--- src/rtl/sio_pkg.sv ---
// Shared types, defaults and helpers for the serial frame scheduler.
package sio_pkg;

  localparam int unsigned SIO_WORDW     = 10;
  localparam int unsigned SIO_GAP_RESET = 20;
  localparam int unsigned CNTW          = 5;

  typedef enum logic [1:0] {
    ST_GAP   = 2'd0,
    ST_START = 2'd1,
    ST_DATA  = 2'd2
  } sio_state_e;

  // Inter-frame gap is never shorter than a data word, so a zero run
  // always outlasts any run inside the data bits.
  function automatic logic [CNTW-1:0] gap_clamp(input logic [CNTW-1:0] gaplen,
                                                input logic [CNTW-1:0] wordw);
    return (gaplen > wordw) ? gaplen : wordw;
  endfunction

endpackage

--- src/rtl/sio_rr_arbiter.sv ---
// Combinational round-robin arbiter: search begins one past the last grant.
module sio_rr_arbiter #(
  parameter int unsigned NREQ = 4,
  localparam int unsigned IDXW = (NREQ > 1) ? $clog2(NREQ) : 1
) (
  input  logic [NREQ-1:0] valid,
  input  logic [IDXW-1:0] last_grant,
  output logic [NREQ-1:0] grant,
  output logic [IDXW-1:0] grant_idx
);

  logic            found;
  logic [IDXW-1:0] cand;

  // First valid requester in rotated order wins.
  always_comb begin
    grant     = '0;
    grant_idx = '0;
    found     = 1'b0;
    cand      = '0;
    for (int unsigned k = 1; k <= NREQ; k++) begin
      cand = IDXW'((32'(last_grant) + k) % NREQ);
      if (!found && valid[cand]) begin
        found       = 1'b1;
        grant[cand] = 1'b1;
        grant_idx   = cand;
      end
    end
  end

endmodule

--- src/rtl/sio_frame_scheduler.sv ---
// Serialises words from NREQ requesters onto one line as start bit plus
// MSB-first data, separated by guaranteed zero gaps.
module sio_frame_scheduler
  import sio_pkg::*;
#(
  parameter int unsigned NREQ      = 4,
  parameter int unsigned WORDW     = SIO_WORDW,
  parameter int unsigned GAP_RESET = SIO_GAP_RESET,
  localparam int unsigned IDXW     = (NREQ > 1) ? $clog2(NREQ) : 1
) (
  input  logic                  SioClk,
  input  logic                  SioRst,
  input  logic [NREQ-1:0]       ReqValid,
  input  logic [NREQ*WORDW-1:0] ReqData,
  output logic [NREQ-1:0]       ReqReady,
  input  logic [4:0]            GapLen,
  output logic                  SioDat,
  output logic                  Busy,
  output logic [IDXW-1:0]       CurReq
);

  localparam int unsigned BITW = (WORDW > 1) ? $clog2(WORDW) : 1;

  sio_state_e       state;
  logic [CNTW-1:0]  cnt;
  logic [WORDW-1:0] shifter;
  logic [BITW-1:0]  bitcnt;
  logic [IDXW-1:0]  last_grant;
  logic [NREQ-1:0]  grant;
  logic [IDXW-1:0]  grant_idx;
  logic             gap_open;
  logic [WORDW-1:0] word [NREQ];

  for (genvar g = 0; g < NREQ; g++) begin : g_word
    assign word[g] = ReqData[g*WORDW +: WORDW];
  end

  sio_rr_arbiter #(.NREQ(NREQ)) u_arb (
    .valid      (ReqValid),
    .last_grant (last_grant),
    .grant      (grant),
    .grant_idx  (grant_idx)
  );

  assign gap_open = (state == ST_GAP) && (cnt == '0) && !SioRst;
  assign ReqReady = gap_open ? grant : '0;
  assign Busy     = ((state == ST_START) || (state == ST_DATA)) && !SioRst;

  // Frame sequencer: gap countdown, grant capture, start bit, data shift-out.
  always_ff @(posedge SioClk) begin
    if (SioRst) begin
      state      <= ST_GAP;
      cnt        <= CNTW'(GAP_RESET);
      SioDat     <= 1'b0;
      last_grant <= IDXW'(NREQ-1);
      CurReq     <= '0;
      shifter    <= '0;
      bitcnt     <= '0;
    end else begin
      case (state)
        ST_GAP: begin
          SioDat <= 1'b0;
          if (cnt != '0) begin
            cnt <= cnt - 1'b1;
          end else if (|(ReqReady & ReqValid)) begin
            shifter    <= word[grant_idx];
            CurReq     <= grant_idx;
            last_grant <= grant_idx;
            SioDat     <= 1'b1;
            state      <= ST_START;
          end
        end
        ST_START: begin
          SioDat  <= shifter[WORDW-1];
          shifter <= {shifter[WORDW-2:0], 1'b0};
          bitcnt  <= '0;
          state   <= ST_DATA;
        end
        ST_DATA: begin
          if (bitcnt == BITW'(WORDW-1)) begin
            SioDat <= 1'b0;
            cnt    <= gap_clamp(GapLen, CNTW'(WORDW));
            state  <= ST_GAP;
          end else begin
            SioDat  <= shifter[WORDW-1];
            shifter <= {shifter[WORDW-2:0], 1'b0};
            bitcnt  <= bitcnt + 1'b1;
          end
        end
        default: begin
          SioDat <= 1'b0;
          cnt    <= gap_clamp(GapLen, CNTW'(WORDW));
          state  <= ST_GAP;
        end
      endcase
    end
  end

endmodule
--- config.mk ---
export PLATFORM = sky130hd
export DESIGN_NAME = sio_frame_scheduler
export DESIGN_NICKNAME = d
export VERILOG_FILES = /design/src/rtl/sio_pkg.sv /design/src/rtl/sio_rr_arbiter.sv /design/src/rtl/sio_frame_scheduler.sv
export SDC_FILE = /design/constraint.sdc
export NUM_CORES = 1
export LEC_CHECK = 0
export BUFFER_PORTS_ARGS = -buffer_cell sky130_fd_sc_hd__buf_2
export CORE_ASPECT_RATIO = 1.5
export CORE_MARGIN = 2
export CORE_UTILIZATION = 48
export CTS_CLUSTER_SIZE = 14
export DETAILED_ROUTE_END_ITERATION = 8
export PLACE_DENSITY = 0.8
export REMOVE_ABC_BUFFERS = 1
export SLEW_MARGIN = 30
export SYNTH_ARGS = -nofsm -noshare
export SYNTH_HDL_FRONTEND = slang
export SYNTH_SLANG_ARGS = --single-unit
--- constraint.sdc ---
create_clock -name SioClk -period 4.4 [get_ports SioClk]
set_input_delay 0.88 -clock SioClk [delete_from_list [all_inputs] [get_ports SioClk]]
set_output_delay 0.88 -clock SioClk [all_outputs]
set_load 0.02 [all_outputs]
==> Word-level counts from Yosys, hierarchy flattened <==
Index checks and enable logic that the tools add are counted.
{ "totals": {"register_bits": 26, "out_inout_bits": 8} }
{ "classes": {"add_sub_neg": 6, "magnitude_cmp": 10, "n_eq_ne": 8, "mux": 49, "bitwise_logic": 7, "n_reduce_logical": 26} }
{ "ops": {"columns": ["cell", "n"], "rows": [
  ["2-to-1 mux 10 bit", 5],
  ["one-hot mux 10 bit (3 select lines)", 1],
  ["2-to-1 mux 4 bit", 6],
  ["binary-select mux 10 bit (select 2 bit)", 1],
  ["2-to-1 mux 5 bit", 3],
  ["one-hot mux 5 bit (3 select lines)", 1],
  ["2-to-1 mux 1 bit", 14],
  ["2-to-1 mux 2 bit", 7],
  ["less-than comparator 2 x 3 -> 1 bit, second input constant", 4],
  ["bitwise OR 4 bit", 3],
  ["logical AND 1 bit", 10],
  ["AND reduction 3 bit", 3],
  ["binary-select mux 1 bit (select 2 bit)", 4],
  ["demux 1 bit (select 2 bit)", 4],
  ["greater-or-equal comparator 2 x 1 -> 1 bit, second input constant", 4],
  ["one-hot mux 4 bit (2 select lines)", 1],
  ["inequality test 2 x 1 -> 1 bit, second input constant", 3],
  ["one-hot mux 2 bit (3 select lines)", 1],
  ["greater-than comparator 5 x 4 -> 1 bit, second input constant", 1],
  ["zero test 5 bit", 1],
  ["nonzero test 5 bit", 1],
  ["subtractor 5 x 1 -> 5 bit, second input constant", 1],
  ["adder 2 x 1 -> 2 bit, second input constant", 2],
  ["adder 2 bit, second input constant", 2],
  ["other kinds (18)", 23]
]} }

==> Depth between registers and ports, before layout <==
Gate-level depths: netlist of run 1.
{ "depth": {"word_depth": 20, "mapped_depth": 14, "ltp_nobuf": 9} }

==> Modules after synthesis <==
From an unflattened synthesis of run 1, not the netlist that was laid out.
{ "unflattened": {"hier_cells": 240, "hier_area_um2": 2237.1} }
{ "by_module_without_submodules": {"columns": ["module", "instances", "cells_each", "area_per_inst_um2", "seq_area_each_um2"], "rows": [
  ["sio_frame_scheduler", 1, 181, 1746.7, 520.5],
  ["sio_rr_arbiter", 1, 59, 490.5, 0.0]
]} }

==> Worst setup path before layout of run 1 <==
No wires, ideal clock.
{ "synth_timing": {"kind": "register to output", "startpoint": "reg last_grant[0]", "endpoint": "out ReqReady[0]", "arrival_time_ns": 2.717, "required_ns": 3.520, "path_slack_ns": 0.803, "path_stages_with_launch": 13, "path_buffers": 3, "path_cell_list": "dfxtp_1 > buf_2 > inv_2 > clkbuf_1 > ha_1 > buf_2 > nand2b_1 > nand3b_1 > a2111oi_2 > nor2_1 > a21oi_1 > a21oi_1 > nor2_1"} }
{ "synth_between": {"elab_chain_len": 14} }
{ "synth_lines": {"columns": ["element", "line_no", "rtl"], "rows": [
  ["start, declared", "sio_frame_scheduler.sv:28", "logic [IDXW-1:0] last_grant;"],
  ["start signal, assigned", "sio_frame_scheduler.sv:55", "last_grant <= IDXW'(NREQ-1);"],
  ["start signal, assigned", "sio_frame_scheduler.sv:68", "last_grant <= grant_idx;"],
  ["parallel branches: the longest is 12 deep, another holds less-than comparator 2 x 3 -> 1 bit", null, null],
  ["2-to-1 mux 4 bit (*)", "sio_rr_arbiter.sv:23", "if (!found && valid[cand]) begin"],
  ["2-to-1 mux 4 bit (*)", "sio_frame_scheduler.sv:46", "assign ReqReady = gap_open ? grant : '0;"],
  ["end, declared", "sio_frame_scheduler.sv:15", "output logic [NREQ-1:0] ReqReady,"]
]} }
Mark *: on every way between the ends. The select of a mux whose other input is x is not followed.

==> Final worst setup path of run 1 <==
{ "layout_timing": {"startpoint": "reg last_grant[1]", "endpoint": "out ReqReady[1]"} }
The elaborated chain is that of the path after synthesis.

==> results of run 1 <==
==> layout make-up <==
class / count / area [sq um]
Timing Repair Buffer: 65 / 343
Inverter: 19 / 71.3
Clock buffer: 3 / 41.3
Sequential cell: 26 / 520
Tap cell: 72 / 90.1
Fill cell: 569 / 2590
Multi-Input combinational cell: 310 / 2180
==> worst register-to-register path, stage by stage, from the launching register on <==
cell and delay (ps):
dfxtp_1 350, inv_1 120, ha_1 650, nand2b_1 230, nand3b_1 260, a21oi_1 360
a31oi_1 180, o211a_2 410, a311oi_4 580, mux2i_1 240
==> flip-flops by register name (all words and copies together) (netlist names) <==
register / flops
state: 2
cnt: 5
CurReq: 2
bitcnt: 4
shifter: 10
SioDat: 1
last_grant: 2
==> metrics by stage <==
stage	hold slack, ps	setup slack, ps	cell area, sq um	cells
global route	490	384	3240	495
floorplan	448	203	2770	355
finish	464	659	3240	495
detailed placement	452	955	3200	492
global placement	449	970	3200	492
CTS	466	670	3240	495
==> where the power goes <==
group	leakage [uW]	total [uW]	internal (uW)	switching, uW
logic	0.00103	190	78.2	111
registers	0.000211	251	244	7.53
clock network	0.0000216	133	61.3	71.9
total	0.00126	574	383	191
==> worst max-delay path by stage <==
stage,from,to,slack [ps]
floorplan,last_grant[0],ReqReady[1],200
global placement,ReqValid[0],ReqReady[0],970
detailed placement,ReqValid[0],ReqReady[2],950
CTS,last_grant[1],ReqReady[1],670
global route,last_grant[1],ReqReady[1],380
finish,last_grant[1],ReqReady[1],660
==> per-layer routing <==
metal	part of all wire	vias up	GRT usage	wire length, um
li1	-	1571	-	-
met2	0.52	113	0.428	4020
met3	0.054	20	0.0226	423
met5	0	-	0	0
met1	0.41	1513	0.317	3160
met4	0.025	0	0.0722	198
==> cell families after synthesis <==
group                      after synthesis
and+or+nand+nor                        128
buffers and inverters                   52
DFF                                     26
muxes                                   15
xor gates and xnor gates                 1
AOI/OAI and AO/OA                      150
adders and majority gates               16
==> cells in the final DEF (no fill, tap or decap), types with 2 or more instances in the layout <==
master and n:
buf_2 58, nand4_1 4, and2_1 3, a21oi_1 20, nor2b_1 10, o21ai_0 25
o311ai_0 3, nand3b_1 4, nor3b_1 2, a221oi_1 2, mux4_2 3, a31oi_1 13
a21o_1 4, nand3_1 12, nand2_1 23, o21ai_1 3, ha_1 16, a2111oi_2 2
nor2_1 32, a311o_1 9, nor3_1 23, o22ai_1 3, o211ai_1 18, mux2_2 3
buf_4 7, o221ai_1 21, o2bb2ai_1 9, or3b_2 2, a211oi_1 6, inv_1 17
dfxtp_1 26, mux2i_1 9, a22oi_1 2, o31a_1 2, clkbuf_8 3, nand2b_1 5
==> flow_metrics.env, run 1 <==
export IMPL_path_depth=11
export IMPL_grt_max_degree=34
export IMPL_hold_buffers=0
export IMPL_grt_pass1_vias=2989
export IMPL_vdd_drop_max_mv=0.139
export IMPL_crit_path_max_fanout=17
export IMPL_critPathKind="flop to output pin"
export IMPL_drive_gt1_frac=0.203
export IMPL_worstHoldStart="CurReq[1]"
export IMPL_rr_worst_depth=9
export IMPL_cts_sinks=26
export IMPL_post_cts_buffers=0
export IMPL_vias=3217
export IMPL_rsz0062_at_grt="false"
export IMPL_h_tree_depth=1
export IMPL_synth_area_leaders="dfxtp_1 (18%), ha_1 (6.9%), o221ai_1 (6.3%)"
export IMPL_ys_warnings_count=0
export IMPL_drt_pass1_iter_count=5
export IMPL_place_congestion=0.920
export IMPL_syn_area_sq_um=2900
export IMPL_synth_adder_area_share=0.0690
export IMPL_p_total_uw=574
export IMPL_area_delta_synth_final_pct=11.7
export IMPL_die_w_um=67.5
export IMPL_rrSetupSlack_ps=970
export IMPL_grt_first_pass_wirelength_um=13700
export IMPL_routedWlPerCell_um=15.8
export IMPL_ys_ff_latch=26
export IMPL_crit_arrival_ps=2860
export IMPL_worstPathCellList="inv_1 -> ha_1 -> mux2_2 -> mux2i_1 -> buf_4 -> o21ai_0 -> a31oi_1 -> nor2_1 -> a21oi_1 -> nor2_1 -> buf_2"
export IMPL_crit_path_end_kind="output pin"
export IMPL_rows=34
export IMPL_antenna_found_initial=0
export IMPL_hpwl_um=5780
export IMPL_fmax_mhz=267
export IMPL_yosys_area_share_simple=0.223
export IMPL_start_kind="flop"
export IMPL_ys_seq_area_frac=0.179
export IMPL_dieArea_sq_um=6700
export IMPL_path_delay_family="adder cells"
export IMPL_cts_root_buf="clkbuf_8"
export IMPL_initial_core_util=0.498
export IMPL_cts_resized=0
export IMPL_status="complete, no violations"
export IMPL_nets=492
export IMPL_async_flop_share=0
export IMPL_clk_pin_slew_worst_paths_ps=90
export IMPL_coreArea_sq_um=5830
export IMPL_r2r_start="last_grant[1]"
export IMPL_crit_top_cell="nor2_1"
export IMPL_overflow=0
export IMPL_wl_um=7810
export IMPL_syn_avg_cell_area_sq_um=7.48
export IMPL_worstMarginPinSlew_ps=746
export IMPL_reg2reg_to="shifter[0]"
export IMPL_synth_distinct_cells=55
export IMPL_portBuffers=58
export IMPL_final_util=0.556
export IMPL_fin_crit_ps=3740
export IMPL_slowest_delay_ps=650
export IMPL_powerDensity_nw_per_um2=177
export IMPL_relSlewSlack=0.502
export IMPL_worst_hold_path_endpoint="CurReq[1]"
export IMPL_grt_use_total=0.247
export IMPL_skew_ps=3.43
export IMPL_cts_tree="yes"
export IMPL_synth_top_area_frac=0.179
export IMPL_die_y_um=99.2
export IMPL_cts_buffers=3
export IMPL_synth_xor_area_frac=0.00302
export IMPL_min_path_type="flop to flop"
export IMPL_finalHoldViolCount=0
export IMPL_maxCapViolations=0
export IMPL_syn_inst=388
export IMPL_num_antenna_cells=0
export IMPL_cp_required_ps=3520
export IMPL_synthTopCellsByCount="nor2_1 (32), dfxtp_1 (26), o21ai_0 (25)"
export IMPL_cpMaxStageDelayCell="ha_1"
export IMPL_synth_top_family_by_area="compound AO/OA/AOI/OAI gates"
export IMPL_synth_ff_type="dfxtp_1"
export IMPL_synth_edf_count=0
export IMPL_dr_first_iter_drc_count=181
export IMPL_drt_drc_violations_left=0
export IMPL_synth_top_area_cell="dfxtp_1"
export IMPL_synth_most_common_cell="nor2_1"
export IMPL_path_buf_inv=3
export IMPL_synth_compound_area_share=0.389
export IMPL_detail_route_vias_per_cell=6.50
export IMPL_cts_buffer_depth=2
export IMPL_cellLeakagePower_uw=0.00126
export IMPL_antenna_left=0
export IMPL_setup_violations=0
export IMPL_io_pins=59
export IMPL_finalSetupTns_ps=0
export IMPL_insertion_delay_ps=270
export IMPL_hold_depth=2
export IMPL_maxSlewViolCount=0
export IMPL_synthMuxAreaShare=0.0660
export IMPL_timing_final_crit_share=0.850
(Power assumes the default switching activity.)
==> run 2: changes to the inputs <==
GPL_ROUTABILITY_DRIVEN = 0   (was unset)
PLACE_DENSITY = 0.83   (was 0.8)
clock period = 3.4 ns   (was 4.4 ns; I/O delays follow)
==> run 2 against run 1 <==
Against the previous run: clock power grew 95%; via count rose by 4.1%; cell count grew 1.2%; wire length increased by 4.2%; largest cell class unchanged; highest routed layer unchanged.
==> flow_metrics.env, run 2 (synthesized netlist as in run 1, its figures left out) <==
export IMPL_cts_buffer_depth=2
export IMPL_overflow=0
export IMPL_multi_input_area_sq_um=2210
export IMPL_vias=3349
export IMPL_min_path_type="flop to flop"
export IMPL_place_ws_ps=193
export IMPL_slowest_delay_ps=420
export IMPL_finalSetupTns_ps=0
export IMPL_regMostFlops="shifter"
export IMPL_cts_buffers=3
export IMPL_crit_path_max_fanout=7
export IMPL_relSlewSlack=0.409
export IMPL_h_tree_depth=1
export IMPL_antenna_found_initial=0
export IMPL_antenna_left=0
export IMPL_coreArea_sq_um=5830
export IMPL_rows=34
export IMPL_maxSlewViolCount=0
export IMPL_drt_drc_violations_left=0
export IMPL_timing_final_crit_share=0.974
export IMPL_initial_core_util=0.498
export IMPL_largestRegisters="shifter: 10 flops, cnt: 5 flops, bitcnt: 4 flops"
export IMPL_drive_gt1_frac=0.217
export IMPL_portBuffers=58
export IMPL_cts_sinks=26
export IMPL_critPathKind="flop to output pin"
export IMPL_fmax_mhz=302
export IMPL_worstPathCellList="inv_2 -> ha_1 -> mux2_2 -> mux2i_4 -> o21ai_0 -> a31oi_1 -> nor2_1 -> a21oi_1 -> nor2_1 -> buf_2"
export IMPL_fill_cells=498
export IMPL_setup_ws_ps=88.6
export IMPL_dr_first_iter_drc_count=198
export IMPL_area_delta_synth_final_pct=15.4
export IMPL_path_buf_inv=2
export IMPL_hpwl_um=5940
export IMPL_routedWlPerCell_um=16.2
export IMPL_crit_path_end_kind="output pin"
export IMPL_grt_use_total=0.251
export IMPL_status="complete, no violations"
export IMPL_regArea_sq_um=520
export IMPL_dieArea_sq_um=6700
export IMPL_drt_pass1_iter_count=7
export IMPL_nets=497
export IMPL_grt_max_degree=33
export IMPL_wl_um=8140
export IMPL_vdd_drop_max_mv=0.145
export IMPL_rsz0062_at_grt="false"
export IMPL_p_total_uw=838
export IMPL_mostFrequentLayoutCells="buf_2 (58), nor2_1 (32), dfxtp_1 (26)"
export IMPL_powerDensity_nw_per_um2=250
export IMPL_cp_required_ps=2720
export IMPL_clk_pin_slew_worst_paths_ps=90
export IMPL_cellLeakagePower_uw=0.00130
export IMPL_cts_tree="yes"
export IMPL_hold_buffers=0
export IMPL_crit_top_cell="nor2_1"
export IMPL_fin_crit_ps=3310
export IMPL_layout_commonest_cell="buf_2"
export IMPL_start_kind="flop"
export IMPL_grt_first_pass_wirelength_um=13800
export IMPL_whs_ps=462
export IMPL_setup_violations=0
export IMPL_detail_route_vias_per_cell=6.68
export IMPL_io_pins=59
export IMPL_grt_pass1_vias=3124
export IMPL_die_w_um=67.5
export IMPL_path_delay_family="multiplexers"
export IMPL_maxCapViolations=0
export IMPL_stdcell_area_sq_um=3350
export IMPL_insertion_delay_ps=280
export IMPL_cts_root_buf="clkbuf_8"
export IMPL_worstHoldStart="CurReq[0]"
export IMPL_die_y_um=99.2
export IMPL_cpMaxStageDelayCell="ha_1"
export IMPL_post_dp_cell_area_sq_um=3220
export IMPL_crit_arrival_ps=2630
export IMPL_r2r_start="last_grant[0]"
export IMPL_largest_reg_flops=10
export IMPL_startpoint="last_grant[0]"
export IMPL_finalHoldViolCount=0
export IMPL_num_antenna_cells=0
export IMPL_worstMarginPinSlew_ps=886
export IMPL_skew_ps=10.3
[run 2: changes by cell type in the layout (fill, tap and decap cells not counted)]
| cell | previous run | this run |
|---|---|---|
| mux2i_1 | 9 | 8 |
| a2111oi_2 | 2 | 1 |
| a2111oi_4 | 1 | 2 |
| buf_4 | 7 | 11 |
| bufinv_16 | 0 | 1 |
| mux2i_4 | 0 | 1 |
| buf_6 | 0 | 1 |
| o221ai_4 | 0 | 1 |
| o221ai_2 | 1 | 0 |
[run 2: worst min-delay path: cells and delay by family (launching register included)]
family / cells / cell delay, ps
buffers and inverters: 1 / 50
AO/OA/AOI/OAI: 1 / 50
flip-flops: 1 / 320
[run 2: repair_timing]
action,CTS,global route
resized for setup,2,3
setup endpoints to repair,1,4
hold endpoints to repair,0,0
setup buffers,0,2
[run 2: through the flow]
stage          cells  utilization
2_1_floorplan    355            -
3_3_place_gp     495        0.553
3_5_place_dp     495        0.553
4_1_cts          499        0.567
5_1_grt          501        0.575
6_report         501        0.575
[run 2: worst paths after layout]
kind,endpoint,slack (ps),cells past startpoint
hold reg to reg,CurReq[0],460,2
setup reg to reg,shifter[2],330,9
hold / removal,CurReq[0],460,2
setup / recovery,ReqReady[1],90,10
[run 2: layout make-up]
cell class	count	share of cell area
Inverter	19	0.0213
Tap cell	72	0.0269
Multi-Input combinational cell	310	0.660
Timing Repair Buffer	70	0.115
Clock inverter	1	0.00897
Clock buffer	3	0.0123
Sequential cell	26	0.155
[run 2: where the power goes]
| part | total (uW) | internal, uW | switching [uW] |
|---|---|---|---|
| Clock | 260 | 158 | 102 |
| Combinational | 254 | 105 | 149 |
| Sequential | 325 | 315 | 9.26 |
| Total | 838 | 578 | 260 |
[run 2: routing by layer]
metal,vias up,routed length [um],global-route usage,part of all wire
met5,-,0,0,0
met4,0,252,0.127,0.031
met3,28,397,0.0147,0.049
met2,150,4300,0.429,0.53
met1,1587,3180,0.308,0.39
li1,1584,-,-,-
